===== config.mk =====
export PLATFORM = sky130hd
export DESIGN_NAME = rad4_seq_mult
export DESIGN_NICKNAME = d
export VERILOG_FILES = /design/src/rtl/rad4_pkg.sv /design/src/rtl/rad4_booth_pp.sv /design/src/rtl/rad4_seq_mult.sv
export SDC_FILE = /design/constraint.sdc
export NUM_CORES = 1
export LEC_CHECK = 0
export ABC_AREA = 1
export CAP_MARGIN = 20
export CORE_ASPECT_RATIO = 1.5
export CORE_MARGIN = 1
export CORE_UTILIZATION = 55
export CTS_BUF_LIST = sky130_fd_sc_hd__clkbuf_4 sky130_fd_sc_hd__clkbuf_8 sky130_fd_sc_hd__clkbuf_16
export DETAILED_ROUTE_END_ITERATION = 16
export PLACE_DENSITY = 0.85
export SLEW_MARGIN = 40
export SYNTH_ARGS = -nofsm -noshare
export SYNTH_HDL_FRONTEND = slang
export SYNTH_SLANG_ARGS = --single-unit

===== constraint.sdc =====
create_clock -name clk -period 5.65 [get_ports clk]
set_input_delay 1.13 -clock clk [delete_from_list [all_inputs] [get_ports clk]]
set_output_delay 1.13 -clock clk [all_outputs]
set_load 0.05 [all_outputs]

===== src/rtl/rad4_pkg.sv =====
// Shared types and helpers for the radix-4 Booth multiplier family.
package rad4_pkg;

  typedef enum logic [1:0] {
    IDLE = 2'd0,
    BUSY = 2'd1,
    DONE = 2'd2
  } state_e;

  typedef struct packed {
    logic zero;
    logic two;
    logic neg;
  } booth_digit_t;

  function automatic int booth_digits(input int width);
    return width / 2 + 1;
  endfunction

  // Triplet {y[2k+1], y[2k], y[2k-1]} -> digit in {-2,-1,0,+1,+2}.
  function automatic booth_digit_t booth_encode(input logic [2:0] trip);
    booth_digit_t d;
    case (trip)
      3'b000, 3'b111: d = {1'b1, 1'b0, 1'b0};
      3'b001, 3'b010: d = {1'b0, 1'b0, 1'b0};
      3'b011:         d = {1'b0, 1'b1, 1'b0};
      3'b100:         d = {1'b0, 1'b1, 1'b1};
      3'b101, 3'b110: d = {1'b0, 1'b0, 1'b1};
      default:        d = {1'b1, 1'b0, 1'b0};
    endcase
    return d;
  endfunction

endpackage


===== src/rtl/rad4_booth_pp.sv =====
// One Booth partial product: digit*x_ext, negatives as one's complement plus carry_in.
module rad4_booth_pp
  import rad4_pkg::*;
#(
  parameter int WIDTH = 16
) (
  input  logic [2:0]       triplet,
  input  logic [WIDTH+1:0] x_ext,
  output logic [WIDTH+2:0] pp,
  output logic             carry_in
);

  booth_digit_t     dig_s;
  logic [WIDTH+2:0] mag_s;

  // Select magnitude, then conditionally invert for negative digits.
  always_comb begin
    dig_s = booth_encode(triplet);
    if (dig_s.zero) begin
      mag_s = '0;
    end else if (dig_s.two) begin
      mag_s = {x_ext, 1'b0};
    end else begin
      mag_s = {x_ext[WIDTH+1], x_ext};
    end
    if (dig_s.neg) begin
      pp       = ~mag_s;
      carry_in = 1'b1;
    end else begin
      pp       = mag_s;
      carry_in = 1'b0;
    end
  end

endmodule


===== src/rtl/rad4_seq_mult.sv =====
// Iterative radix-4 Booth multiplier: one digit per clock, valid/ready on both sides.
module rad4_seq_mult
  import rad4_pkg::*;
#(
  parameter int WIDTH = 16
) (
  input  logic               clk,
  input  logic               rst,
  input  logic               in_valid,
  output logic               in_ready,
  input  logic [WIDTH-1:0]   x,
  input  logic [WIDTH-1:0]   y,
  input  logic               signed_mode,
  output logic               out_valid,
  input  logic               out_ready,
  output logic [2*WIDTH-1:0] p_out
);

  localparam int DIGITS = booth_digits(WIDTH);
  localparam int CW     = $clog2(DIGITS);
  localparam int PW     = 2 * WIDTH;

  state_e           state_r;
  logic [WIDTH+1:0] x_ext_r;
  logic [WIDTH+2:0] y_sh_r;
  logic [CW-1:0]    k_r;
  logic [PW-1:0]    acc_r;
  logic [PW-1:0]    p_r;
  logic             in_ready_r;
  logic             out_valid_r;

  logic [WIDTH+2:0] pp_s;
  logic             cin_s;
  logic [PW-1:0]    pp_ext_s;
  logic [PW-1:0]    term_s;
  logic [PW-1:0]    acc_next_s;
  logic [1:0]       x_fill_s;
  logic [1:0]       y_fill_s;

  rad4_booth_pp #(.WIDTH(WIDTH)) u_pp (
    .triplet  (y_sh_r[2:0]),
    .x_ext    (x_ext_r),
    .pp       (pp_s),
    .carry_in (cin_s)
  );

  // Weight the partial product by 4^k; wrap modulo 2^(2*WIDTH) is exact.
  always_comb begin
    x_fill_s   = signed_mode ? {2{x[WIDTH-1]}} : 2'b00;
    y_fill_s   = signed_mode ? {2{y[WIDTH-1]}} : 2'b00;
    pp_ext_s   = {{(PW-WIDTH-3){pp_s[WIDTH+2]}}, pp_s};
    term_s     = (pp_ext_s + {{(PW-1){1'b0}}, cin_s}) << {k_r, 1'b0};
    acc_next_s = acc_r + term_s;
  end

  // Control FSM with operand, accumulator and output registers.
  always_ff @(posedge clk or posedge rst) begin
    if (rst) begin
      state_r     <= IDLE;
      x_ext_r     <= '0;
      y_sh_r      <= '0;
      k_r         <= '0;
      acc_r       <= '0;
      p_r         <= '0;
      in_ready_r  <= 1'b1;
      out_valid_r <= 1'b0;
    end else begin
      case (state_r)
        IDLE: begin
          if (in_valid) begin
            x_ext_r    <= {x_fill_s, x};
            y_sh_r     <= {y_fill_s, y, 1'b0};
            acc_r      <= '0;
            k_r        <= '0;
            in_ready_r <= 1'b0;
            state_r    <= BUSY;
          end
        end
        BUSY: begin
          acc_r  <= acc_next_s;
          y_sh_r <= {2'b00, y_sh_r[WIDTH+2:2]};
          k_r    <= k_r + 1'b1;
          if (k_r == CW'(DIGITS - 1)) begin
            p_r         <= acc_next_s;
            out_valid_r <= 1'b1;
            state_r     <= DONE;
          end
        end
        DONE: begin
          if (out_ready) begin
            out_valid_r <= 1'b0;
            in_ready_r  <= 1'b1;
            state_r     <= IDLE;
          end
        end
        default: begin
          out_valid_r <= 1'b0;
          in_ready_r  <= 1'b1;
          state_r     <= IDLE;
        end
      endcase
    end
  end

  assign in_ready  = in_ready_r;
  assign out_valid = out_valid_r;
  assign p_out     = p_r;

endmodule


==> impl_metrics.csv <==
group,metric,value,unit
sta,min_period,5180,ps
cells_and_area,antenna_cells,0,
sta,fin_skew,14.2,ps
die,rows,53,
critical_path,critPathMaxStageDelay,430,ps
die,die_w,99.7,µm
synth,ys_types,50,
routing,drc,0,
synth,yosys_register_bits,107,
critical_path,endpoint_kind,"flop",
global_route,grt_first_pass_wirelength,33300,µm
sta,slew_viol_final,0,
cells_and_area,fin_nets,1256,
place,portBuffers,70,
place,place_inst,1364,
global_route,grtUsageMet2,0.520,
cells_and_area,drive_above_1_share,0.0623,
min_path,whs_endpoint,"in_ready",
critical_path,crit_type,"reg2reg",
sta,tns,0,ps
die,io_pins,71,
critical_path,worstSetupStartpointType,"flop",
synth,synth_top_cells_by_area,"dfrtp_1, nand2_1, nand3_1",
place,place_area,8680,µm²
global_route,met3_usage,0.0334,
die,die_h,149,µm
critical_path,critPathSlowestCell,"dfrtp_1",
min_path,min_from,"in_ready",
global_route,grt_max_degree,68,
clock_network,postCtsSetupRepairBufs,0,
critical_path,path_common_cell,"nand2_1",
run_status,status,"complete, no violations",
sta,max_freq,193,MHz
routing,first_iter_violations,317,
synth,synth_top_cell_area_share,0.337,
clock_network,cts_hold_buf,0,
synth,syn_area,7870,µm²
sta,worst_pin_slew,810,ps
place,dp_hpwl,15600,µm
clock_network,cts_tree,"built",
place,place_ws,366,ps
sta,setup-violations-final,0,
routing,wire_per_inst,14.7,µm
clock_network,cts_root_buffer,"clkbuf_16",
clock_network,cts.htree.levels,3,
critical_path,cp.depth,25,
clock_network,insertion_delay,380,ps
sta,hold_viol,0,
min_path,min_path_type,"reg2reg",
synth,synth_fp_nets,1214,
flow_run,cap_viol_max_count,0,
routing,dr.pass1.iters,5,
clock_network,numCtsBuffers,9,
clock_network,cts_resized,0,
synth,ys.flop_type,"dfrtp_1",
cells_and_area,syn2layout_area_growth,14.5,%
critical_path,timing.rr.end,"p_out[30]",
synth,syn_avg_cell_area,6.90,µm²
cells_and_area,multi_input_area,4660,µm²
critical_path,path_max_fanout,39,
cells_and_area,regArea,2680,µm²
critical_path,crit_arrival,5420,ps
min_path,holdPathStages,2,
critical_path,worstPathRequired,5880,ps
global_route,grt.busiest_layer,"met2",
routing,vias_per_cell,5.56,
routing,routed_wl,20300,µm
routing,postRouteAntennaNets,0,
global_route,grt_pass1_vias,7162,
sta,slew-limit-headroom,0.460,
clock_network,clk_path_buf_depth,2,
critical_path,r2r_start,"y_sh_r[1]",
global_route,track_usage,0.285,
sta,rsz0062_at_grt,"false",
global_route,antenna_found_initial,0,
cells_and_area,num-fill-cells,1266,
sta,fin_ws,466,ps
clock_network,clk_pin_slew,80,ps
global_route,grtUsageMet1,0.304,
synth,yosysTopAreaCell,"dfrtp_1",
cells_and_area,instances_no_fill,1380,
clock_network,cts_sinks,107,
die,core_area,14000,µm²
synth,ys_warn_count,0,
cells_and_area,stdcell_area,9020,µm²
synth,synthArstFlopShare,1.00,
critical_path,critPathTopFamily,"simple AND/OR/NAND/NOR gates",
synth,yosysSeqAreaShare,0.340,
place,gp_congestion,0.984,
synth,synth-edff-count,0,
critical_path,crit_buf_inv,0,
die,initial_core_util,0.563,
routing,via_count,7674,
global_route,grt_overflow_total,0,
die,dieArea,14800,µm²
critical_path,reg2reg_depth,25,
synth,syn_inst,1141,
sta,fin_crit_sh,0.918,
critical_path,worst-r2r-setup-slack,470,ps
==> cells in the final DEF, fill, tap and decap left out, types with 5 or more instances in the layout <==
cell type	count
clkbuf_16	9
ha_1	35
nand2_1	342
a32o_1	9
a221oi_1	13
or2_2	10
a21oi_1	43
xor2_1	22
o21ai_0	103
xnor2_1	7
o21ai_1	11
nor2_2	5
nor2_1	63
nand2_2	8
nand4_1	10
dfrtp_1	105
nand3_1	143
a31oi_1	8
clkdlybuf4s50_1	70
buf_4	14
nor3_1	20
inv_1	77
==> worst max-delay path by stage <==
stage	start	endpoint	slack, ps
final	y_sh_r[1]	p_out[30]	470
after CTS	y_sh_r[0]	p_out[29]	350
after global placement	y_sh_r[0]	p_out[29]	430
after detailed placement	y_sh_r[0]	p_out[29]	370
after floorplan	y_sh_r[0]	acc_r[25]	1370
after global routing	y_sh_r[0]	p_out[28]	70
==> tightest hold or removal path, stage by stage (launching register included) <==
cell     delay, ps
dfstp_2        380
nand2_1         50
nand2_1         50
==> synthesized netlist by cell type (2+ instances only) <==
library cell,instances
o22ai_1,4
or2_2,10
xnor2_1,7
a21oi_1,43
a31oi_1,9
and2_1,2
nand2_4,2
nand2_1,342
dfrtp_1,106
nand3_1,143
nand2_2,9
nor4_1,2
a221oi_1,13
nand3_2,4
or2_1,3
clkbuf_1,29
inv_2,4
buf_6,3
o21a_1,4
o211ai_1,2
nand4_1,10
a211oi_1,2
o21ai_0,103
a32o_1,9
inv_1,79
xor2_1,22
buf_2,13
nor2_1,65
nor2_2,4
clkinv_1,3
o21ai_1,11
nor3_1,20
buf_4,4
o221ai_1,2
ha_1,35
buf_1,4
==> area by class of cell <==
cell class                 instances  share of cell area
tap                              192              0.0266
sequential                       107               0.297
multi-input combinational        895               0.517
clock inverter                     6             0.00708
clock buffer                      10              0.0265
timing repair buffer              84              0.0893
inverter                          86              0.0368
==> registers in the layout, summed over array words and instances, names as in the netlist <==
name and cells:
x_ext_r 17, in_ready 1, k_r 4, state_r 2, p_out 32, acc_r 32, y_sh_r 18, out_valid 1
==> routing by layer <==
layer,vias to the layer above,share of wire
met5,-,0
met4,0,0.060
met3,66,0.029
met2,184,0.52
met1,3490,0.39
li1,3934,-
==> kinds of logic after synthesis <==
group / after synthesis / synth area share
simple gates: 619 / 0.341
compound gates: 211 / 0.155
xor+xnor: 29 / 0.0323
flops: 107 / 0.340
fa+ha+maj: 36 / 0.0582
buf+inv: 139 / 0.0731
==> stage by stage <==
step / utilization / hold slack, ps
2_1_floorplan: - / 453
3_3_place_gp: 0.620 / 455
3_5_place_dp: 0.620 / 465
4_1_cts: 0.642 / 481
5_1_grt: 0.645 / 496
6_report: 0.645 / 479
Power is not shown: default switching activity piles up to over one toggle a cycle in this logic, so the estimate is an artifact.
